`src/rtl/regfile_sequencer.sv`:
```
// regfile_sequencer: issues register-file reads for one instruction, holds the
// operands until the execute result arrives, then writes the result back.
// A debug dump mode streams x0..x31 out through read port 1.
module regfile_sequencer #(
  parameter int unsigned XLEN = 32
) (
  input  logic            clk,
  input  logic            rst,
  input  logic            req_valid,
  output logic            req_ready,
  input  logic [4:0]      req_rs1,
  input  logic [4:0]      req_rs2,
  input  logic [4:0]      req_rd,
  input  logic            req_use_rs1,
  input  logic            req_use_rs2,
  input  logic            req_wb,
  output logic [XLEN-1:0] op_a,
  output logic [XLEN-1:0] op_b,
  output logic            op_valid,
  input  logic            res_valid,
  input  logic [XLEN-1:0] res_data,
  output logic            done,
  output logic [4:0]      rs1_addr,
  output logic [4:0]      rs2_addr,
  input  logic [XLEN-1:0] rs1_data,
  input  logic [XLEN-1:0] rs2_data,
  output logic [4:0]      rd_addr,
  output logic [XLEN-1:0] rd_data,
  output logic            rd_wen,
  input  logic            dbg_req,
  output logic            dbg_valid,
  output logic [4:0]      dbg_idx,
  output logic [XLEN-1:0] dbg_data,
  output logic            dbg_last
);

  localparam int unsigned AW = 5;
  localparam int unsigned SW = 3;

  localparam logic [SW-1:0] IDLE = 3'd0;
  localparam logic [SW-1:0] READ = 3'd1;
  localparam logic [SW-1:0] OPS  = 3'd2;
  localparam logic [SW-1:0] WB   = 3'd3;
  localparam logic [SW-1:0] DUMP = 3'd4;

  localparam logic [AW-1:0] LAST_IDX = AW'(31);

  logic [SW-1:0]   state_q, state_d;
  logic [AW-1:0]   rs1_q, rs1_d, rs2_q, rs2_d, rd_q, rd_d;
  logic            use_rs1_q, use_rs1_d, use_rs2_q, use_rs2_d;
  logic            wb_q, wb_d;
  logic [XLEN-1:0] res_q, res_d;
  logic [AW-1:0]   idx_q, idx_d;
  logic [XLEN-1:0] op_a_d, op_b_d;

  logic            req_ready_d, op_valid_d, done_d, rd_wen_d;
  logic [AW-1:0]   rs1_addr_d, rs2_addr_d, rd_addr_d, dbg_idx_d;
  logic [XLEN-1:0] rd_data_d;
  logic            dbg_valid_d, dbg_last_d;

  // Dump data is the live read-port value, zero outside dump beats.
  assign dbg_data = dbg_valid ? rs1_data : '0;

  // State, latched fields and registered outputs.
  always_ff @(posedge clk) begin
    if (rst) begin
      state_q   <= IDLE;
      rs1_q     <= '0;
      rs2_q     <= '0;
      rd_q      <= '0;
      use_rs1_q <= 1'b0;
      use_rs2_q <= 1'b0;
      wb_q      <= 1'b0;
      res_q     <= '0;
      idx_q     <= '0;
      op_a      <= '0;
      op_b      <= '0;
      req_ready <= 1'b0;
      op_valid  <= 1'b0;
      done      <= 1'b0;
      rs1_addr  <= '0;
      rs2_addr  <= '0;
      rd_addr   <= '0;
      rd_data   <= '0;
      rd_wen    <= 1'b0;
      dbg_valid <= 1'b0;
      dbg_idx   <= '0;
      dbg_last  <= 1'b0;
    end else begin
      state_q   <= state_d;
      rs1_q     <= rs1_d;
      rs2_q     <= rs2_d;
      rd_q      <= rd_d;
      use_rs1_q <= use_rs1_d;
      use_rs2_q <= use_rs2_d;
      wb_q      <= wb_d;
      res_q     <= res_d;
      idx_q     <= idx_d;
      op_a      <= op_a_d;
      op_b      <= op_b_d;
      req_ready <= req_ready_d;
      op_valid  <= op_valid_d;
      done      <= done_d;
      rs1_addr  <= rs1_addr_d;
      rs2_addr  <= rs2_addr_d;
      rd_addr   <= rd_addr_d;
      rd_data   <= rd_data_d;
      rd_wen    <= rd_wen_d;
      dbg_valid <= dbg_valid_d;
      dbg_idx   <= dbg_idx_d;
      dbg_last  <= dbg_last_d;
    end
  end

  // Next state, next latched fields, and next-cycle outputs decoded from the next state.
  always_comb begin
    state_d     = state_q;
    rs1_d       = rs1_q;
    rs2_d       = rs2_q;
    rd_d        = rd_q;
    use_rs1_d   = use_rs1_q;
    use_rs2_d   = use_rs2_q;
    wb_d        = wb_q;
    res_d       = res_q;
    idx_d       = idx_q;
    op_a_d      = op_a;
    op_b_d      = op_b;
    req_ready_d = 1'b0;
    op_valid_d  = 1'b0;
    done_d      = 1'b0;
    rs1_addr_d  = '0;
    rs2_addr_d  = '0;
    rd_addr_d   = '0;
    rd_data_d   = '0;
    rd_wen_d    = 1'b0;
    dbg_valid_d = 1'b0;
    dbg_idx_d   = '0;
    dbg_last_d  = 1'b0;

    case (state_q)
      IDLE: begin
        // req_ready mirrors IDLE except in the first cycle after reset.
        if (req_ready && req_valid) begin
          rs1_d     = req_rs1;
          rs2_d     = req_rs2;
          rd_d      = req_rd;
          use_rs1_d = req_use_rs1;
          use_rs2_d = req_use_rs2;
          wb_d      = req_wb;
          state_d   = READ;
        end else if (req_ready && dbg_req) begin
          idx_d   = '0;
          state_d = DUMP;
        end
      end
      READ: begin
        op_a_d  = use_rs1_q ? rs1_data : '0;
        op_b_d  = use_rs2_q ? rs2_data : '0;
        state_d = OPS;
      end
      OPS: begin
        if (res_valid) begin
          res_d   = res_data;
          state_d = WB;
        end
      end
      WB: begin
        state_d = IDLE;
      end
      DUMP: begin
        // Exit after the x31 beat; the counter never wraps.
        if (idx_q == LAST_IDX) begin
          state_d = IDLE;
        end else begin
          idx_d = idx_q + AW'(1);
        end
      end
      default: begin
        state_d = IDLE;
      end
    endcase

    case (state_d)
      IDLE: req_ready_d = 1'b1;
      READ: begin
        rs1_addr_d = use_rs1_d ? rs1_d : '0;
        rs2_addr_d = use_rs2_d ? rs2_d : '0;
      end
      OPS: op_valid_d = 1'b1;
      WB: begin
        done_d    = 1'b1;
        rd_addr_d = rd_d;
        rd_data_d = res_d;
        rd_wen_d  = wb_d && (rd_d != '0);
      end
      DUMP: begin
        rs1_addr_d  = idx_d;
        dbg_valid_d = 1'b1;
        dbg_idx_d   = idx_d;
        dbg_last_d  = (idx_d == LAST_IDX);
      end
      default: ;
    endcase
  end

endmodule

```
`config.mk`:
```
export PLATFORM = sky130hd
export DESIGN_NAME = regfile_sequencer
export DESIGN_NICKNAME = d
export VERILOG_FILES = /design/src/rtl/regfile_sequencer.sv
export SDC_FILE = /design/constraint.sdc
export NUM_CORES = 1
export LEC_CHECK = 0
export CELL_PAD_IN_SITES_DETAIL_PLACEMENT = 1
export CELL_PAD_IN_SITES_GLOBAL_PLACEMENT = 1
export CORE_UTILIZATION = 32
export CTS_CLUSTER_SIZE = 40
export DETAILED_ROUTE_END_ITERATION = 8
export PLACE_DENSITY = 0.91
export SLEW_MARGIN = 20
export SYNTH_ARGS = -nofsm -noshare
export SYNTH_HDL_FRONTEND = slang
export SYNTH_SLANG_ARGS = --single-unit
```
`constraint.sdc`:
```
create_clock -name clk -period 3.9 [get_ports clk]
set_clock_uncertainty 0.15 [all_clocks]
set_input_delay 0.975 -clock clk [delete_from_list [all_inputs] [get_ports clk]]
set_output_delay 0.975 -clock clk [all_outputs]
set_load 0.03 [all_outputs]
```
Yosys cells after proc, flatten, opt, wreduce, memory -nomap -nowiden
Index checks and enable logic that the tools add are counted.

storage, ports and cells
  output and inout bits = 154
  register bits = 180
  bits of input ports = 119
  word-level logic and storage cells = 77

operators by class
  reduce and logical (&&, ||, !) cells = 9
  bitwise logic cells = 4
  add/sub/neg operators = 1
  multiplexer cells = 32
  eq/ne operators = 9

operators by type and width
  kind                   number
  $mux W32               5
  $mux W5                10
  $pmux W5 S2            2
  $mux W3                4
  $pmux W3 S4            1
  $eq A5 B5 Y1 const B   2
  $mux W1                10
  $eq A3 B2 Y1 const B   3
  $eq A3 B1 Y1 const B   2
  $eq A3 B3 Y1 const B   2
  $logic_not A3 Y1       2
  $add A5 B1 Y5 const B  1
  $reduce_bool A5 Y1     1
  $not A1 Y1             4
  $reduce_or A2 Y1       2
  $logic_and A1 B1 Y1    3
  $reduce_or A3 Y1       1

Logic depth before layout (Yosys ltp)
  word-level depth = 7
  depth in mapped cells = 7
  mapped depth without buffers = 5

Least setup slack after synthesis
No wires, ideal clock.

  kind = in2out
  start = input rs1_data[31]
  end = output dbg_data[31]
  arrival time = 1.256 ns
  buffers on the path = 0
  setup slack = 1.519 ns
  stages on the path = 1
  data required time = 2.775 ns
  cell sequence = and2_1

between the ends
  word-level cells in the longest chain between the ends = 1

RTL lines
  element             RTL line  source
  start: declaration  25        input logic [XLEN-1:0] rs1_data,
  $mux W32            62        assign dbg_data = dbg_valid ? rs1_data : '0;
  end: declaration    33        output logic [XLEN-1:0] dbg_data,

No other way between the ends.

Worst setup path after layout
  start = input rs1_data[0]
  end = output dbg_data[0]

Same word-level chain as after synthesis.

==> flow_summary.json <==
{
  "synth-seq-cells": 170,
  "fin_crit_sh_pct": 87.43,
  "reg2reg_depth": 5,
  "htreeDepth": 4,
  "drt_first_pass_iters": 4,
  "netlist.area_leader.share_pct": 57.48,
  "swShare_pct": 26.55,
  "worst_pin_slew_ns": 0.8403,
  "grt_overflow_total": 0,
  "coreArea_um2": 18020,
  "final_common_cell": "clkdlybuf4s50_1",
  "cts-root-buf": "clkbuf_16",
  "finalSetupViolCount": 0,
  "status": "complete, no violations",
  "grt_pass1_vias": 5823,
  "postRouteAntennaNets": 0,
  "gp_congestion": 0.7841,
  "diodes": 0,
  "die_w_um": 138.0,
  "setup_tns_ns": 0,
  "worstSetupPathType": "primary input to output port",
  "netlist_area_um2": 5921,
  "synthAdderAreaFrac_pct": 0.2113,
  "startpoint_type": "primary input",
  "wl_mm": 19.16,
  "yosysSeqAreaShare_pct": 57.48,
  "min_from": "op_b[31]",
  "crit_arrival_ns": 2.28,
  "slew_viol_final": 0,
  "cts_sinks": 170,
  "synth_fp_nets": 762,
  "r2r_slack_ns": 1.69,
  "wl_per_cell_um": 16.91,
  "power_frac_clock_pct": 42.3,
  "synthMuxAreaShare_pct": 6.424,
  "placedCellCount": 1101,
  "period_minus_slack_ns": 3.410,
  "rsz0062_at_grt": "no",
  "synth_xor_area_share_pct": 0.2959,
  "antenna_found_initial": 0,
  "numPortBuffers": 272,
  "nFillCells": 2036,
  "synth_top_family_by_area": "simple AND/OR/NAND/NOR gates",
  "initial_core_util_pct": 32.85,
  "viasPerCell": 4.828,
  "ir_drop_v": 0.0002841,
  "cts_tree": "done",
  "powerDensity_nw_per_um2": 437.6,
  "die-area_um2": 19050,
  "hold-path-endpoint": "op_b[31]",
  "p_leak_uw": 0.003279,
  "cap_violations": 0,
  "grt_usage_pct": 20.35,
  "grt_first_pass_wirelength_mm": 31.05,
  "nNetsFinal": 1011,
  "path_clk_slew_ns": 0.06,
  "num_vias": 5470,
  "r2r-start": "state_q[2]",
  "areaGrowthSynthToFinish_pct": 58.98,
  "synth_warnings": 0,
  "hold_viol": 0,
  "synthArstFlopShare_pct": 0,
  "dp_hpwl_mm": 13.53,
  "p_seq_share_pct": 44.1,
  "synth_edf_count": 0,
  "clock_latency_ns": 0.42,
  "end_kind": "output port",
  "cts_made_buffers": 17,
  "layout.cells.non_filler": 1133,
  "io_pins": 273,
  "min_path_type": "flip-flop to flip-flop",
  "yosys.area_share.simple_pct": 23.22,
  "placementRows": 49,
  "crit_required_ns": 2.77,
  "pwr-share-comb_pct": 13.6,
  "p_int_uw": 3026,
  "path_max_fanout": 2,
  "yosys.area.top_type": "dfxtp_1",
  "synth_cells": 642,
  "slew_headroom_pct": 43.90,
  "drc": 0,
  "synth_area_leaders": "dfxtp_1 (57%), mux2i_1 (6.4%), a21oi_1 (5.8%)",
  "grt_max_degree": 71,
  "power_switching_uw": 1094,
  "layout_common_cells": "clkdlybuf4s50_1 (271), dfxtp_1 (170), nor2_1 (84)",
  "timing.rr.end": "rd_data[27]",
  "clock_path_buffers": 2,
  "post-cts-setup-buffer-count": 0,
  "drt_iter0_drc": 213,
  "synth_area_per_cell_um2": 9.222,
  "synth_compound_area_share_pct": 8.453,
  "hold_buffers": 0,
  "post_cts_resized": 0,
  "drive_above_1_share_pct": 5.752,
  "yosysUniqueCellTypes": 43,
  "ys.flop_type": "dfxtp_1",
  "hold_depth": 2,
  "die_y_um": 138.0,
  "fmax_mhz": 293.3
}
## Yosys cell counts, types with 2 or more instances
library cell,number
dfxtp_1,170
a21oi_1,69
mux2i_1,38
o211ai_1,2
nand2_1,76
nor3b_1,2
buf_2,13
nand3_1,67
o21ai_0,4
nand4_1,3
a21o_1,3
and4bb_2,2
clkbuf_1,36
or4_1,2
nor3_1,3
a31oi_1,2
and2_1,38
nor2_1,84
inv_1,4
## per-layer routing
| metal | GRT usage [%] | vias to the layer above | share of wire [%] | routed length (um) |
|---|---|---|---|---|
| li1 | - | 2641 | - | - |
| met1 | 22.64 | 2590 | 41 | 7820 |
| met2 | 34.87 | 211 | 49 | 9303 |
| met3 | 7.759 | 28 | 8.5 | 1629 |
| met4 | 8.097 | 0 | 2.1 | 410 |
| met5 | 0 | - | 0 | 0 |
## critical path, stage by stage
cell             delay (ns)
clkdlybuf4s50_1        0.51
and2_1                 0.14
clkdlybuf4s50_1        0.66
## final cells by class
type | count | area (um2) | area share [%]
Multi-Input combinational cell | 417 | 2302 | 24.46
Timing Repair Buffer | 281 | 2800 | 29.75
Clock inverter | 13 | 152.6 | 1.622
Inverter | 4 | 15.01 | 0.1595
Clock buffer | 19 | 452.9 | 4.812
Tap cell | 229 | 286.5 | 3.044
Sequential cell | 170 | 3403 | 36.16
## power groups by stage
stage          Clock (uW)  Combinational [uW]  Sequential (uW)
2_1_floorplan           0                 277             1870
3_3_place_gp            0                 556             1850
3_5_place_dp            0                 568             1860
4_1_cts              1790                 572             1820
6_report             1740                 561             1820
5_1_grt              1860                 606             1820
## worst max path at each step
stage / start / to / slack (ns) / cells past startpoint
after CTS: rs1_data[0] / dbg_data[0] / 0.46 / 3
after detailed placement: rs1_data[0] / dbg_data[0] / 0.47 / 3
after global routing: rs1_data[0] / dbg_data[0] / 0.44 / 3
after global placement: rs1_data[0] / dbg_data[0] / 0.47 / 3
final: rs1_data[0] / dbg_data[0] / 0.49 / 3
after floorplan: rs1_data[31] / dbg_data[31] / 1.52 / 1
## flip-flops by register name, indices dropped and copies added, names as in the netlist, 3 cells and up
register,flops
rs2_addr,5
rd_q,5
rs1_addr,5
op_a,32
dbg_idx,5
idx_q,5
rd_addr,5
op_b,32
res_q,32
state_q,3
rd_data,32
## cells by family after synthesis
logic type	count (synthesis)
AOI/OAI and AO/OA	88
muxes	38
adders and majority gates	1
buffers and inverters	55
xor gates and xnor gates	2
DFF	170
and+or+nand+nor	288
## per-stage QoR
step           hold slack [ns]  area (um2)  worst slack [ns]  utilization (%)  total power, uW
4_1_cts                 0.3032        9413            0.4616            52.22             4183
3_5_place_dp            0.2943        8807            0.4653            48.86             2425
5_1_grt                 0.3168        9413            0.4427            52.22             4291
2_1_floorplan           0.2868        5921             1.519                -             2146
3_3_place_gp            0.2869        8807            0.4665            48.86             2409
6_report                0.3006        9413            0.4902            52.22             4119
(Power assumes the default switching activity.)
